## src/rtl/add_seq_if.sv

```systemverilog
// add_seq_if: operand request and result handshake bundle for add_seq.
// The slave side is the sequencer; the master side is the surrounding
// logic that supplies operands and consumes results.
interface add_seq_if;
  logic        in_valid;
  logic        in_ready;
  logic [31:0] in_x;
  logic [31:0] in_y;
  logic        in_cin;
  logic        in_chain;
  logic        out_valid;
  logic        out_ready;
  logic [31:0] out_s;
  logic        out_cout;

  modport master (
    output in_valid, in_x, in_y, in_cin, in_chain, out_ready,
    input  in_ready, out_valid, out_s, out_cout
  );

  modport slave (
    input  in_valid, in_x, in_y, in_cin, in_chain, out_ready,
    output in_ready, out_valid, out_s, out_cout
  );
endinterface

```

## src/rtl/add_seq.sv

```systemverilog
// add_seq: sequencer around an external pipelined 32-bit adder.
// It launches one operand pair at a time, keeps the adder inputs frozen for
// LAT edges while the adder settles, captures sum/carry, and holds the result
// until it is consumed. A stored carry lets consecutive words form a
// multiword add (in_chain=1).
module add_seq #(
  parameter int unsigned LAT = 6
) (
  input  logic        clk,
  input  logic        rst_n,
  add_seq_if.slave    bus,
  output logic [31:0] add_x,
  output logic [31:0] add_y,
  output logic        add_cin,
  input  logic [31:0] add_s,
  input  logic        add_cout,
  output logic        busy
);

  typedef enum logic [1:0] {
    ST_IDLE = 2'd0,
    ST_WAIT = 2'd1,
    ST_HOLD = 2'd2
  } state_t;

  // Last count value in WAIT; the capture edge is the one that sees it.
  localparam logic [3:0] CNT_LAST = 4'(LAT - 32'd1);

  state_t      state_r;
  logic [3:0]  cnt_r;
  logic [31:0] add_x_r;
  logic [31:0] add_y_r;
  logic        add_cin_r;
  logic [31:0] out_s_r;
  logic        out_cout_r;
  logic        carry_r;
  logic        out_valid_r;
  logic        busy_r;

  logic        in_ready_s;
  logic        accept_s;
  logic        cin_sel_s;

  // Ready: always open when idle; in HOLD only while the held result leaves.
  always_comb begin
    in_ready_s = 1'b0;
    case (state_r)
      ST_IDLE: in_ready_s = 1'b1;
      ST_HOLD: in_ready_s = bus.out_ready;
      default: in_ready_s = 1'b0;
    endcase
  end

  // Accept strobe and carry-in source (stored carry for chained words).
  always_comb begin
    accept_s = bus.in_valid & in_ready_s;
    if (bus.in_chain) begin
      cin_sel_s = carry_r;
    end else begin
      cin_sel_s = bus.in_cin;
    end
  end

  // Sequencer FSM: launch operands, count adder latency, capture and hold.
  always_ff @(posedge clk or negedge rst_n) begin
    if (!rst_n) begin
      state_r     <= ST_IDLE;
      cnt_r       <= 4'd0;
      add_x_r     <= 32'd0;
      add_y_r     <= 32'd0;
      add_cin_r   <= 1'b0;
      out_s_r     <= 32'd0;
      out_cout_r  <= 1'b0;
      carry_r     <= 1'b0;
      out_valid_r <= 1'b0;
      busy_r      <= 1'b0;
    end else if (accept_s) begin
      // Launch; in HOLD this also retires the held result (back-to-back).
      add_x_r     <= bus.in_x;
      add_y_r     <= bus.in_y;
      add_cin_r   <= cin_sel_s;
      cnt_r       <= 4'd0;
      state_r     <= ST_WAIT;
      out_valid_r <= 1'b0;
      busy_r      <= 1'b1;
    end else begin
      case (state_r)
        ST_IDLE: begin
          out_valid_r <= 1'b0;
          busy_r      <= 1'b0;
        end
        ST_WAIT: begin
          if (cnt_r == CNT_LAST) begin
            out_s_r     <= add_s;
            out_cout_r  <= add_cout;
            carry_r     <= add_cout;
            state_r     <= ST_HOLD;
            out_valid_r <= 1'b1;
          end else begin
            cnt_r <= cnt_r + 4'd1;
          end
        end
        ST_HOLD: begin
          if (bus.out_ready) begin
            state_r     <= ST_IDLE;
            out_valid_r <= 1'b0;
            busy_r      <= 1'b0;
          end else begin
            out_valid_r <= 1'b1;
          end
        end
        default: begin
          state_r     <= ST_IDLE;
          cnt_r       <= 4'd0;
          out_valid_r <= 1'b0;
          busy_r      <= 1'b0;
        end
      endcase
    end
  end

  assign add_x         = add_x_r;
  assign add_y         = add_y_r;
  assign add_cin       = add_cin_r;
  assign busy          = busy_r;
  assign bus.in_ready  = in_ready_s;
  assign bus.out_valid = out_valid_r;
  assign bus.out_s     = out_s_r;
  assign bus.out_cout  = out_cout_r;

endmodule

```

## src/flat_wrapper.sv

```systemverilog
// flat-port wrapper written by rule: the top's interface ports become plain ports
module add_seq_flat 
#(
  parameter int unsigned LAT = 6
)
  (clk, rst_n, add_x, add_y, add_cin, add_s, add_cout, busy, bus_in_valid, bus_in_x, bus_in_y, bus_in_cin, bus_in_chain, bus_out_ready, bus_in_ready, bus_out_valid, bus_out_s, bus_out_cout);
  add_seq_if bus_i ();
  input  logic clk;
  input  logic rst_n;
  output logic [31:0] add_x;
  output logic [31:0] add_y;
  output logic add_cin;
  input  logic [31:0] add_s;
  input  logic add_cout;
  output logic busy;
  input wire logic [$bits(bus_i.in_valid)-1:0] bus_in_valid;
  input wire logic [$bits(bus_i.in_x)-1:0] bus_in_x;
  input wire logic [$bits(bus_i.in_y)-1:0] bus_in_y;
  input wire logic [$bits(bus_i.in_cin)-1:0] bus_in_cin;
  input wire logic [$bits(bus_i.in_chain)-1:0] bus_in_chain;
  input wire logic [$bits(bus_i.out_ready)-1:0] bus_out_ready;
  output wire logic [$bits(bus_i.in_ready)-1:0] bus_in_ready;
  output wire logic [$bits(bus_i.out_valid)-1:0] bus_out_valid;
  output wire logic [$bits(bus_i.out_s)-1:0] bus_out_s;
  output wire logic [$bits(bus_i.out_cout)-1:0] bus_out_cout;
  assign bus_i.in_valid = bus_in_valid;
  assign bus_i.in_x = bus_in_x;
  assign bus_i.in_y = bus_in_y;
  assign bus_i.in_cin = bus_in_cin;
  assign bus_i.in_chain = bus_in_chain;
  assign bus_i.out_ready = bus_out_ready;
  assign bus_in_ready = bus_i.in_ready;
  assign bus_out_valid = bus_i.out_valid;
  assign bus_out_s = bus_i.out_s;
  assign bus_out_cout = bus_i.out_cout;
  add_seq #(.LAT(LAT)) u_core (.clk(clk), .rst_n(rst_n), .bus(bus_i), .add_x(add_x), .add_y(add_y), .add_cin(add_cin), .add_s(add_s), .add_cout(add_cout), .busy(busy));
endmodule
```

## config.mk

```make
export PLATFORM = sky130hd
export DESIGN_NAME = add_seq_flat
export DESIGN_NICKNAME = d
export VERILOG_FILES = /design/src/rtl/add_seq_if.sv /design/src/rtl/add_seq.sv /design/src/flat_wrapper.sv
export SDC_FILE = /design/constraint.sdc
export NUM_CORES = 1
export LEC_CHECK = 0
export ABC_AREA = 1
export BUFFER_PORTS_ARGS = -buffer_cell sky130_fd_sc_hd__buf_2
export CELL_PAD_IN_SITES_DETAIL_PLACEMENT = 0
export CELL_PAD_IN_SITES_GLOBAL_PLACEMENT = 1
export CORE_MARGIN = 3
export CORE_UTILIZATION = 30
export CTS_CLUSTER_DIAMETER = 150
export CTS_CLUSTER_SIZE = 20
export DETAILED_ROUTE_END_ITERATION = 6
export GPL_ROUTABILITY_DRIVEN = 0
export PLACE_DENSITY_LB_ADDON = 0.08
export SYNTH_ARGS = -nofsm -noshare
export SYNTH_HDL_FRONTEND = slang
export SYNTH_SLANG_ARGS = --single-unit
```

## constraint.sdc

```tcl
create_clock -name clk -period 1.35 [get_ports clk]
set_input_delay 0.2025 -clock clk [delete_from_list [all_inputs] [get_ports clk]]
set_output_delay 0.2025 -clock clk [all_outputs]
set_load 0.01 [all_outputs]
```

==> impl_metrics.env, run 1 <==
export IMPL_p_leak_nw=3.64
export IMPL_io_buffers=203
export IMPL_syn_num_nets=597
export IMPL_fin_nets=841
export IMPL_end_kind="output pin"
export IMPL_diodes=0
export IMPL_yosysWarningCount=0
export IMPL_finalHoldViolations=0
export IMPL_rsz0062_at_grt="yes"
export IMPL_syn_cell_area_sq_um=4320
export IMPL_worstHoldPathCells=3
export IMPL_slew_violations=0
export IMPL_min_to="u_core.add_x[15]"
export IMPL_synth_fa_ha_area_frac=0.0174
export IMPL_ir_worst_vdd_mv=0.817
export IMPL_hpwl_microns=8890
export IMPL_io_pins=204
export IMPL_synthSimpleGateAreaFrac=0.311
export IMPL_switching_power_mw=4.89
export IMPL_synthXorXnorAreaFrac=0.00203
export IMPL_worstReg2RegEnd="u_core.add_x[17]"
export IMPL_min_from="bus_in_x[15]"
export IMPL_synth_seq_cells=106
export IMPL_grt_max_degree=41
export IMPL_drive_above_1_share=0.518
export IMPL_cts_buffers=9
export IMPL_fin_ws_ps=-188
export IMPL_grt_pass1_wl_microns=20200
export IMPL_combPwrFrac=0.442
export IMPL_rr_worst_depth=10
export IMPL_worstPathArrival_ps=1340
export IMPL_placedCellCount=873
export IMPL_power_density_nw_per_um2=1880
export IMPL_clock_sinks=106
export IMPL_first_iter_violations=98
export IMPL_yosysSeqAreaShare=0.613
export IMPL_netSwitchingFraction=0.369
export IMPL_clockBufferDepth=2
export IMPL_worstSetupStartpoint="u_core.state_r[1]"
export IMPL_rows=43
export IMPL_muxShareOfSynthArea=0
export IMPL_final_util=0.504
export IMPL_synth_compound_area_frac=0.00579
export IMPL_postRouteAntennaNets=0
export IMPL_slew_headroom=0.729
export IMPL_finalSetupViolCount=107
export IMPL_num_fill_cells=1343
export IMPL_intPower_mw=8.35
export IMPL_synth_top_family_by_area="simple AND/OR/NAND/NOR gates"
export IMPL_wl_per_cell_microns=14.6
export IMPL_finalPower_mw=13.2
export IMPL_outcome="finished, violations left"
export IMPL_via_per_inst=4.38
export IMPL_path_clk_slew_ps=70
export IMPL_fin_crit_sh=1.14
export IMPL_crit_path_start_kind="flip-flop"
export IMPL_worstSkewPairLatency_ps=340
export IMPL_crit_type="reg -> out"
export IMPL_route_detailed_drc=0
export IMPL_h_tree_depth=3
export IMPL_ys_types=19
export IMPL_die_area_sq_um=15900
export IMPL_worstPathMaxFanout=3
export IMPL_hold_path_class="in -> reg"
export IMPL_vias=4014
export IMPL_core_area_sq_um=14000
export IMPL_stdcell_count=917
export IMPL_worst_slew_pin_transition_ps=406
export IMPL_drt_pass1_iterations=4
export IMPL_fin_crit_ps=1540
export IMPL_start_util=0.309
export IMPL_die_h_microns=126
export IMPL_die_w_microns=126
export IMPL_grt_pass1_vias=3912
export IMPL_synth_area_per_cell_sq_um=8.86
export IMPL_area_delta_synth_final_pct=63.0
export IMPL_drv_cap=0
export IMPL_cts_tree="yes"
export IMPL_worstPathRequired_ps=1150
export IMPL_violations="setup timing"
export IMPL_grtUsageTotal=0.158
export IMPL_antenna_found_initial=1
export IMPL_cts_root_buf="clkbuf_16"
export IMPL_clock_skew_ps=7.73
export IMPL_fmax_ghz=0.650
export IMPL_r2r_slack_ps=-180
export IMPL_synth_cells=488
export IMPL_grt_remaining_overflow=0
export IMPL_r2r_start="u_core.state_r[1]"
export IMPL_power_frac_seq=0.363
export IMPL_clockPowerShare=0.195
export IMPL_totalWireLength_microns=13400
## stage by stage
stage	hold WS (ps)	area (sq um)	TNS, ps	setup slack (ps)
after global placement	164	5740	-6460	-136
after global routing	41.9	7050	-20580	-265
final	46.0	7050	-12070	-188
after CTS	31.2	6520	-9300	-173
after detailed placement	164	5740	-9120	-188
after floorplan	-93.1	4340	-1070	-19.7
## worst max-delay path by stage
| stage | to | cells past startpoint |
|---|---|---|
| finish | bus_in_ready | 6 |
| global route | u_core.add_x[17] | 10 |
| CTS | bus_in_ready | 6 |
| detailed placement | u_core.add_y[18] | 8 |
| global placement | u_core.add_x[28] | 8 |
| floorplan | u_core.add_x[0] | 8 |
## layout make-up
| class | instances | area, sq um | area share |
|---|---|---|---|
| tap | 180 | 225 | 0.0319 |
| clock buffer | 12 | 236 | 0.0335 |
| inverter | 11 | 53.8 | 0.00763 |
| sequential | 106 | 2650 | 0.376 |
| timing repair buffer | 257 | 1900 | 0.269 |
| clock inverter | 4 | 51.3 | 0.00728 |
| multi-input combinational | 347 | 1930 | 0.274 |
## power by group through the flow
stage               clock, mW  sequential [mW]  combinational (mW)
global placement            0             4.77                4.58
detailed placement          0             4.78                4.61
finish                   2.58             4.80                5.85
global route             2.80             4.93                6.47
floorplan                   0             5.25                1.97
CTS                      2.69             4.76                5.14
## flip-flops by register name, summed over array words and instances (netlist names)
signal,count
u_core.bus.out_s,32
u_core.bus.out_cout,1
u_core.bus.out_valid,1
u_core.state_r,2
u_core.busy,1
u_core.add_x,32
u_core.cnt_r,4
u_core.add_cin,1
u_core.add_y,32
## critical path: stages, from the launching register on
cell and delay (ps):
dfrtp_2 420, inv_2 70, ha_4 160, inv_2 60
nand2_2 60, buf_6 120, buf_6 110
## logic make-up (layout without fill, tap and decap cells)
family                   count (synthesis)  after routing
AND/OR/NAND/NOR                        336            336
XOR/XNOR                                 1              1
buffers and inverters                   35            284
AO/OA/AOI/OAI                            4              4
flip-flops                             106            106
adder cells (fa/ha/maj)                  6              6
## metal layers
metal,global-route usage,part of all wire
met5,0,0.00097
met4,0.0612,0.021
met3,0.0530,0.079
met2,0.244,0.47
met1,0.205,0.42
## cell usage in the layout (no fill, tap or decap), types with 3 or more instances in the layout
| cell type | count |
|---|---|
| nand2_1 | 205 |
| buf_2 | 201 |
| dfrtp_1 | 105 |
| nand2_2 | 56 |
| nand3_1 | 22 |
| nand3_2 | 22 |
| nand2_4 | 18 |
| clkbuf_16 | 17 |
| buf_4 | 16 |
| buf_12 | 13 |
| buf_6 | 8 |
| inv_1 | 7 |
| nor2_1 | 6 |
| buf_16 | 5 |
| buf_8 | 5 |
| inv_2 | 3 |
| nand4_1 | 3 |
| ha_4 | 3 |
| clkbuf_1 | 3 |
## Yosys cell counts
cell | n | area share
nand2_1 | 277 | 0.24
dfrtp_1 | 106 | 0.61
nand3_1 | 44 | 0.051
inv_1 | 10 | 0.0087
buf_6 | 9 | 0.023
clkbuf_1 | 9 | 0.0078
nor2_1 | 7 | 0.0061
ha_1 | 6 | 0.017
buf_4 | 4 | 0.0069
nand2_2 | 3 | 0.0043
nand4_1 | 3 | 0.0043
buf_2 | 2 | 0.0023
o21ai_0 | 2 | 0.0023
a21boi_0 | 1 | 0.0017
inv_2 | 1 | 0.00087
nand2_4 | 1 | 0.0026
nor2_4 | 1 | 0.0026
o31ai_1 | 1 | 0.0017
xnor2_1 | 1 | 0.0020
## timing repair
item,CTS,global route
cloned,8,8
setup buffers,10,6
endpoints found under the hold margin,23,0
hold buffers,1,0
gates resized for setup,50,115
endpoints found under the setup margin,96,107
pin swaps,30,37
(Power assumes the default switching activity.)
==> run 2: changes to the inputs <==
--- a/config.mk
+++ b/config.mk
@@ -10,7 +10,7 @@
 export CELL_PAD_IN_SITES_DETAIL_PLACEMENT = 0
 export CELL_PAD_IN_SITES_GLOBAL_PLACEMENT = 1
 export CORE_MARGIN = 3
-export CORE_UTILIZATION = 30
+export CORE_UTILIZATION = 33
 export CTS_CLUSTER_DIAMETER = 150
 export CTS_CLUSTER_SIZE = 20
 export DETAILED_ROUTE_END_ITERATION = 6
==> constraint.sdc (replaced) <==
create_clock -name clk -period 1.45 [get_ports clk]
set_input_delay 0.2175 -clock clk [delete_from_list [all_inputs] [get_ports clk]]
set_output_delay 0.2175 -clock clk [all_outputs]
set_load 0.01 [all_outputs]
==> run 2 against run 1 <==
Effect of this change:
- the run still ends with setup timing left
- sequential cell count stayed put
- setup slack better by 87 ps
- wire length is 3.2% lower
- critical path depth stayed put
- total power is 5.0% lower
- global-route usage is 0.45 points higher
- non-clock buffer count is 17 lower
- die area is 8.7% lower
- cell count is 2.6% lower
- via count is 0.42% higher
- critical endpoint unchanged
- largest cell class unchanged
- largest power group unchanged
==> impl_metrics.env, run 2 (same netlist as run 1, synthesis figures left out) <==
export IMPL_outcome="finished, violations left"
export IMPL_violations="setup timing"
export IMPL_vias=4031
export IMPL_crit_family="flip-flops"
export IMPL_design_area_sq_um=6750
export IMPL_finalHoldViolations=0
export IMPL_stdcell_count=893
export IMPL_first_iter_violations=181
export IMPL_fmax_ghz=0.645
export IMPL_hold_path_class="in -> reg"
export IMPL_cts_root_buf="clkbuf_16"
export IMPL_die_h_microns=120
export IMPL_hpwl_microns=8280
export IMPL_netSwitchingFraction=0.380
export IMPL_cts_buffers=9
export IMPL_worstSkewPairLatency_ps=340
export IMPL_p_leak_nw=3.63
export IMPL_worstPathArrival_ps=1330
export IMPL_worst_slew_pin_transition_ps=346
export IMPL_fin_ws_ps=-102
export IMPL_dp_slack_ps=-124
export IMPL_grt_max_degree=61
export IMPL_start_util=0.340
export IMPL_dpl_cell_area_sq_um=5580
export IMPL_clockBufferDepth=2
export IMPL_drive_above_1_share=0.502
export IMPL_postRouteAntennaNets=0
export IMPL_critPathSlowestCell="dfrtp_1"
export IMPL_die_area_sq_um=14500
export IMPL_rows=41
export IMPL_slew_headroom=0.770
export IMPL_route_detailed_drc=0
export IMPL_power_frac_seq=0.358
export IMPL_finalSetupViolCount=73
export IMPL_placedCellCount=855
export IMPL_path_clk_slew_ps=70
export IMPL_intPower_mw=7.79
export IMPL_h_tree_depth=3
export IMPL_end_kind="output pin"
export IMPL_combPwrFrac=0.453
export IMPL_core_area_sq_um=12700
export IMPL_worstSetupStartpoint="u_core.state_r[1]"
export IMPL_clockPowerShare=0.189
export IMPL_crit_type="reg -> out"
export IMPL_grt_remaining_overflow=0
export IMPL_clock_sinks=106
export IMPL_fin_nets=825
export IMPL_io_pins=204
export IMPL_r2r_slack_ps=-90
export IMPL_finalPower_mw=12.6
export IMPL_grt_pass1_wl_microns=18800
export IMPL_totalWireLength_microns=12900
export IMPL_grtUsageTotal=0.162
export IMPL_drt_pass1_iterations=4
export IMPL_switching_power_mw=4.78
export IMPL_fin_crit_sh=1.07
export IMPL_layout_commonest_cell="buf_2"
export IMPL_area_delta_synth_final_pct=56.1
export IMPL_slowest_delay_ps=420
export IMPL_fin_crit_ps=1550
export IMPL_io_buffers=203
export IMPL_worstPathRequired_ps=1230
export IMPL_clock_skew_ps=5.73
export IMPL_wl_per_cell_microns=14.5
export IMPL_die_w_microns=120
export IMPL_critPathBufInv=4
export IMPL_rsz0062_at_grt="yes"
export IMPL_final_cell_mix="buf_2 (201), nand2_1 (194), dfrtp_1 (106)"
export IMPL_drv_cap=0
export IMPL_antenna_found_initial=2
export IMPL_cts_tree="yes"
export IMPL_slew_violations=0
export IMPL_path_cells="inv_2, ha_4, inv_2, nand2_2, buf_6, buf_6"
export IMPL_min_from="bus_in_y[7]"
export IMPL_crit_path_start_kind="flip-flop"
export IMPL_whs_ps=57.8
export IMPL_power_density_nw_per_um2=1860
export IMPL_via_per_inst=4.51
export IMPL_r2r_start="u_core.state_r[1]"
export IMPL_grt_pass1_vias=3825
export IMPL_worstPathMaxFanout=3
export IMPL_diodes=0
export IMPL_ir_worst_vdd_mv=0.765
-- run 2: changes by cell type in the layout (fill, tap and decap cells not counted), moves of 2 or more --
| cell | before | now |
|---|---|---|
| ha_2 | 2 | 0 |
| buf_8 | 5 | 1 |
| nand3_2 | 22 | 10 |
| nand3_1 | 22 | 34 |
| nand2_1 | 205 | 194 |
| buf_12 | 13 | 8 |
| inv_1 | 7 | 5 |
| inv_2 | 3 | 5 |
| buf_4 | 16 | 12 |
| nand2_4 | 18 | 27 |
| nand2_2 | 56 | 58 |
| buf_16 | 5 | 2 |
-- run 2: layout make-up --
type / count / area (sq um)
fillers: 1229 / 5970
flip-flops and latches: 106 / 2650
multi-input cells: 348 / 1950
repair buffers: 240 / 1600
clock buffers: 13 / 240
well taps: 172 / 215
inverters: 11 / 53.8
clock inverters: 3 / 40.0
-- run 2: power groups by stage --
stage	registers, mW	logic [mW]	clock network (mW)
global route	4.62	6.27	2.56
global placement	4.43	4.09	0
CTS	4.41	4.37	2.46
finish	4.50	5.70	2.38
floorplan	4.89	1.81	0
detailed placement	4.43	4.15	0
-- run 2: through the flow --
| stage | utilization | setup TNS [ps] |
|---|---|---|
| 2_1_floorplan | - | 0 |
| 3_3_place_gp | 0.439 | -1300 |
| 3_5_place_dp | 0.439 | -5640 |
| 4_1_cts | 0.468 | -265 |
| 5_1_grt | 0.531 | -10430 |
| 6_report | 0.531 | -4690 |
-- run 2: repair_timing --
| action | CTS | global route |
|---|---|---|
| resized for setup | 18 | 143 |
| hold endpoints to repair | 106 | 0 |
| hold buffers | 1 | 0 |
| pin swaps | 3 | 31 |
| cloned | 0 | 10 |
| setup endpoints to repair | 100 | 107 |
| buffers inserted | 2 | 9 |
-- run 2: path summary, 6_finish.rpt --
path / to / depth (start not counted)
max: bus_in_ready / 6
min: u_core.add_y[7] / 3
max reg2reg: u_core.add_x[8] / 10
min reg2reg: u_core.bus.out_s[12] / 2
max in group asynchronous: u_core.cnt_r[3] / 3
min in group asynchronous: u_core.bus.out_s[5] / 2
-- run 2: worst reg2reg max path, cell delays in order (launching register included) --
cell	delay, ps
dfrtp_1	420
inv_2	70
ha_4	160
inv_2	50
nand2_2	60
buf_6	120
nand2_8	120
clkinv_8	120
clkbuf_16	200
nand2_2	60
nand2_1	40
-- run 2: routing by layer --
metal,global-route usage,part of all wire
met1,0.205,0.42
met4,0.0694,0.021
met3,0.0594,0.090
met2,0.252,0.47
met5,0,0.0016
==> run 3: changes to the inputs <==
==> constraint.sdc (replaced) <==
create_clock -name clk -period 1.66 [get_ports clk]
set_input_delay 0.249 -clock clk [delete_from_list [all_inputs] [get_ports clk]]
set_output_delay 0.249 -clock clk [all_outputs]
set_load 0.01 [all_outputs]
==> run 3 against run 2 <==
Effect of this change:
- die area is the same
- the flow now finishes without violations
- clock skew rose by 1.4 ps
- global-route usage down 0.24 points
- clock-buffer cell count decreased by 2
- clock power is 4% lower
- design area down 13%
- critical endpoint unchanged
- critical path type unchanged
- register-to-register slack better by 170 ps
- sequential share of layout area rose by 5.7 points
==> impl_metrics.env, run 3 (same netlist as run 1, synthesis figures left out) <==
export IMPL_p_leak_nw=3.29
export IMPL_wl_per_cell_microns=13.8
export IMPL_io_buffers=203
export IMPL_grt_pass1_wl_microns=18400
export IMPL_area_delta_synth_final_pct=36.4
export IMPL_worstSkewPairLatency_ps=340
export IMPL_route_detailed_drc=0
export IMPL_critPathSlowestCell="dfrtp_1"
export IMPL_worstPathMaxFanout=3
export IMPL_slew_violations=0
export IMPL_crit_type="reg -> out"
export IMPL_drt_pass1_iterations=4
export IMPL_grt_remaining_overflow=0
export IMPL_io_pins=204
export IMPL_core_area_sq_um=12700
export IMPL_clockBufferDepth=2
export IMPL_drive_above_1_share=0.340
export IMPL_slowest_delay_ps=400
export IMPL_finalSetupViolCount=0
export IMPL_finalHoldViolations=0
export IMPL_die_w_microns=120
export IMPL_power_density_nw_per_um2=1640
export IMPL_rows=41
export IMPL_clockPowerShare=0.237
export IMPL_fin_tns_setup_ps=0
export IMPL_via_per_inst=4.39
export IMPL_diodes=0
export IMPL_intPower_mw=6.16
export IMPL_drv_cap=0
export IMPL_regArea_sq_um=2650
export IMPL_cts_tree="yes"
export IMPL_fin_ws_ps=21.4
export IMPL_fin_crit_ps=1640
export IMPL_power_frac_seq=0.400
export IMPL_path_clk_slew_ps=70
export IMPL_grt_max_degree=69
export IMPL_antenna_found_initial=1
export IMPL_rsz0062_at_grt="yes"
export IMPL_fmax_ghz=0.610
export IMPL_hold_path_class="in -> reg"
export IMPL_finalPower_mw=9.68
export IMPL_dp_slack_ps=44.6
export IMPL_grt_pass1_vias=3646
export IMPL_fin_crit_sh=0.987
export IMPL_crit_top_cell="nand2_1"
export IMPL_switching_power_mw=3.52
export IMPL_stdcell_count=869
export IMPL_clock_sinks=106
export IMPL_h_tree_depth=3
export IMPL_slew_headroom=0.746
export IMPL_worstPathArrival_ps=1390
export IMPL_grtUsageTotal=0.160
export IMPL_layout_commonest_cell="nand2_1"
export IMPL_combPwrFrac=0.363
export IMPL_die_h_microns=120
export IMPL_ir_worst_vdd_mv=0.685
export IMPL_multi_input_area_sq_um=1460
export IMPL_worstPathRequired_ps=1410
export IMPL_placedCellCount=850
export IMPL_final_cell_mix="nand2_1 (277), buf_2 (202), dfrtp_1 (106)"
export IMPL_worst_slew_pin_transition_ps=381
export IMPL_postRouteAntennaNets=0
export IMPL_outcome="finished clean"
export IMPL_whs_ps=94.2
export IMPL_vias=3812
export IMPL_crit_path_start_kind="flip-flop"
export IMPL_die_area_sq_um=14500
export IMPL_clock_skew_ps=7.17
export IMPL_path_cells="inv_1, ha_1, nand2_1, nand2_1, buf_2"
export IMPL_cts_buffers=9
export IMPL_start_util=0.340
export IMPL_first_iter_violations=226
export IMPL_num_fill_cells=1343
export IMPL_end_kind="output pin"
export IMPL_netSwitchingFraction=0.364
export IMPL_critPathBufInv=2
export IMPL_fin_nets=801
export IMPL_totalWireLength_microns=12000
export IMPL_crit_family="flip-flops"
export IMPL_hpwl_microns=8260
export IMPL_cts_root_buf="clkbuf_16"
## run 3: per-layer routing
layer	up-vias	track usage	wire length, microns
met1	1758	0.207	5300
li1	1911	-	-
met2	129	0.253	5510
met3	12	0.0533	968
met4	2	0.0552	153
met5	-	0	13
## run 3: repair_timing
action | 4_1_cts | 5_1_grt
endpoints found under the hold margin | 106 | 0
gates resized for setup | 0 | 2
buffers inserted | 0 | 1
hold buffers | 1 | 0
endpoints found under the setup margin | 0 | 63
## run 3: final cells by class
cell class | count | share of cell area
clock buffer | 11 | 0.0411
clock inverter | 5 | 0.0131
inverter | 11 | 0.00700
multi-input combinational | 347 | 0.248
sequential | 106 | 0.450
tap | 172 | 0.0365
timing repair buffer | 217 | 0.205
## run 3: final timing paths
check / to / cells past startpoint / start / slack (ps)
max reg2reg: u_core.cnt_r[3] / 9 / u_core.state_r[0] / 80
max: bus_in_ready / 5 / u_core.state_r[0] / 20
max in group asynchronous: u_core.add_x[4] / 3 / rst_n / 860
min: u_core.add_x[0] / 3 / bus_in_x[0] / 90
min in group asynchronous: u_core.bus.out_s[5] / 3 / rst_n / 440
min reg2reg: u_core.bus.out_s[5] / 2 / u_core.bus.out_s[5] / 470
## run 3: power by group through the flow
stage | Sequential (mW) | Clock [mW] | Combinational (mW)
5_1_grt | 3.98 | 2.46 | 3.97
3_3_place_gp | 3.90 | 0 | 3.43
4_1_cts | 3.88 | 2.37 | 3.47
3_5_place_dp | 3.90 | 0 | 3.48
2_1_floorplan | 4.27 | 0 | 1.57
6_report | 3.87 | 2.29 | 3.52
## run 3: worst min-delay path, cell delays in order
cell and delay, ps:
buf_2 80, nand2_1 40, nand2_1 40
## run 3: stage by stage
step | utilization | area, sq um
6_report | 0.464 | 5900
5_1_grt | 0.464 | 5900
4_1_cts | 0.460 | 5860
3_5_place_dp | 0.435 | 5530
3_3_place_gp | 0.435 | 5530
2_1_floorplan | - | 4320
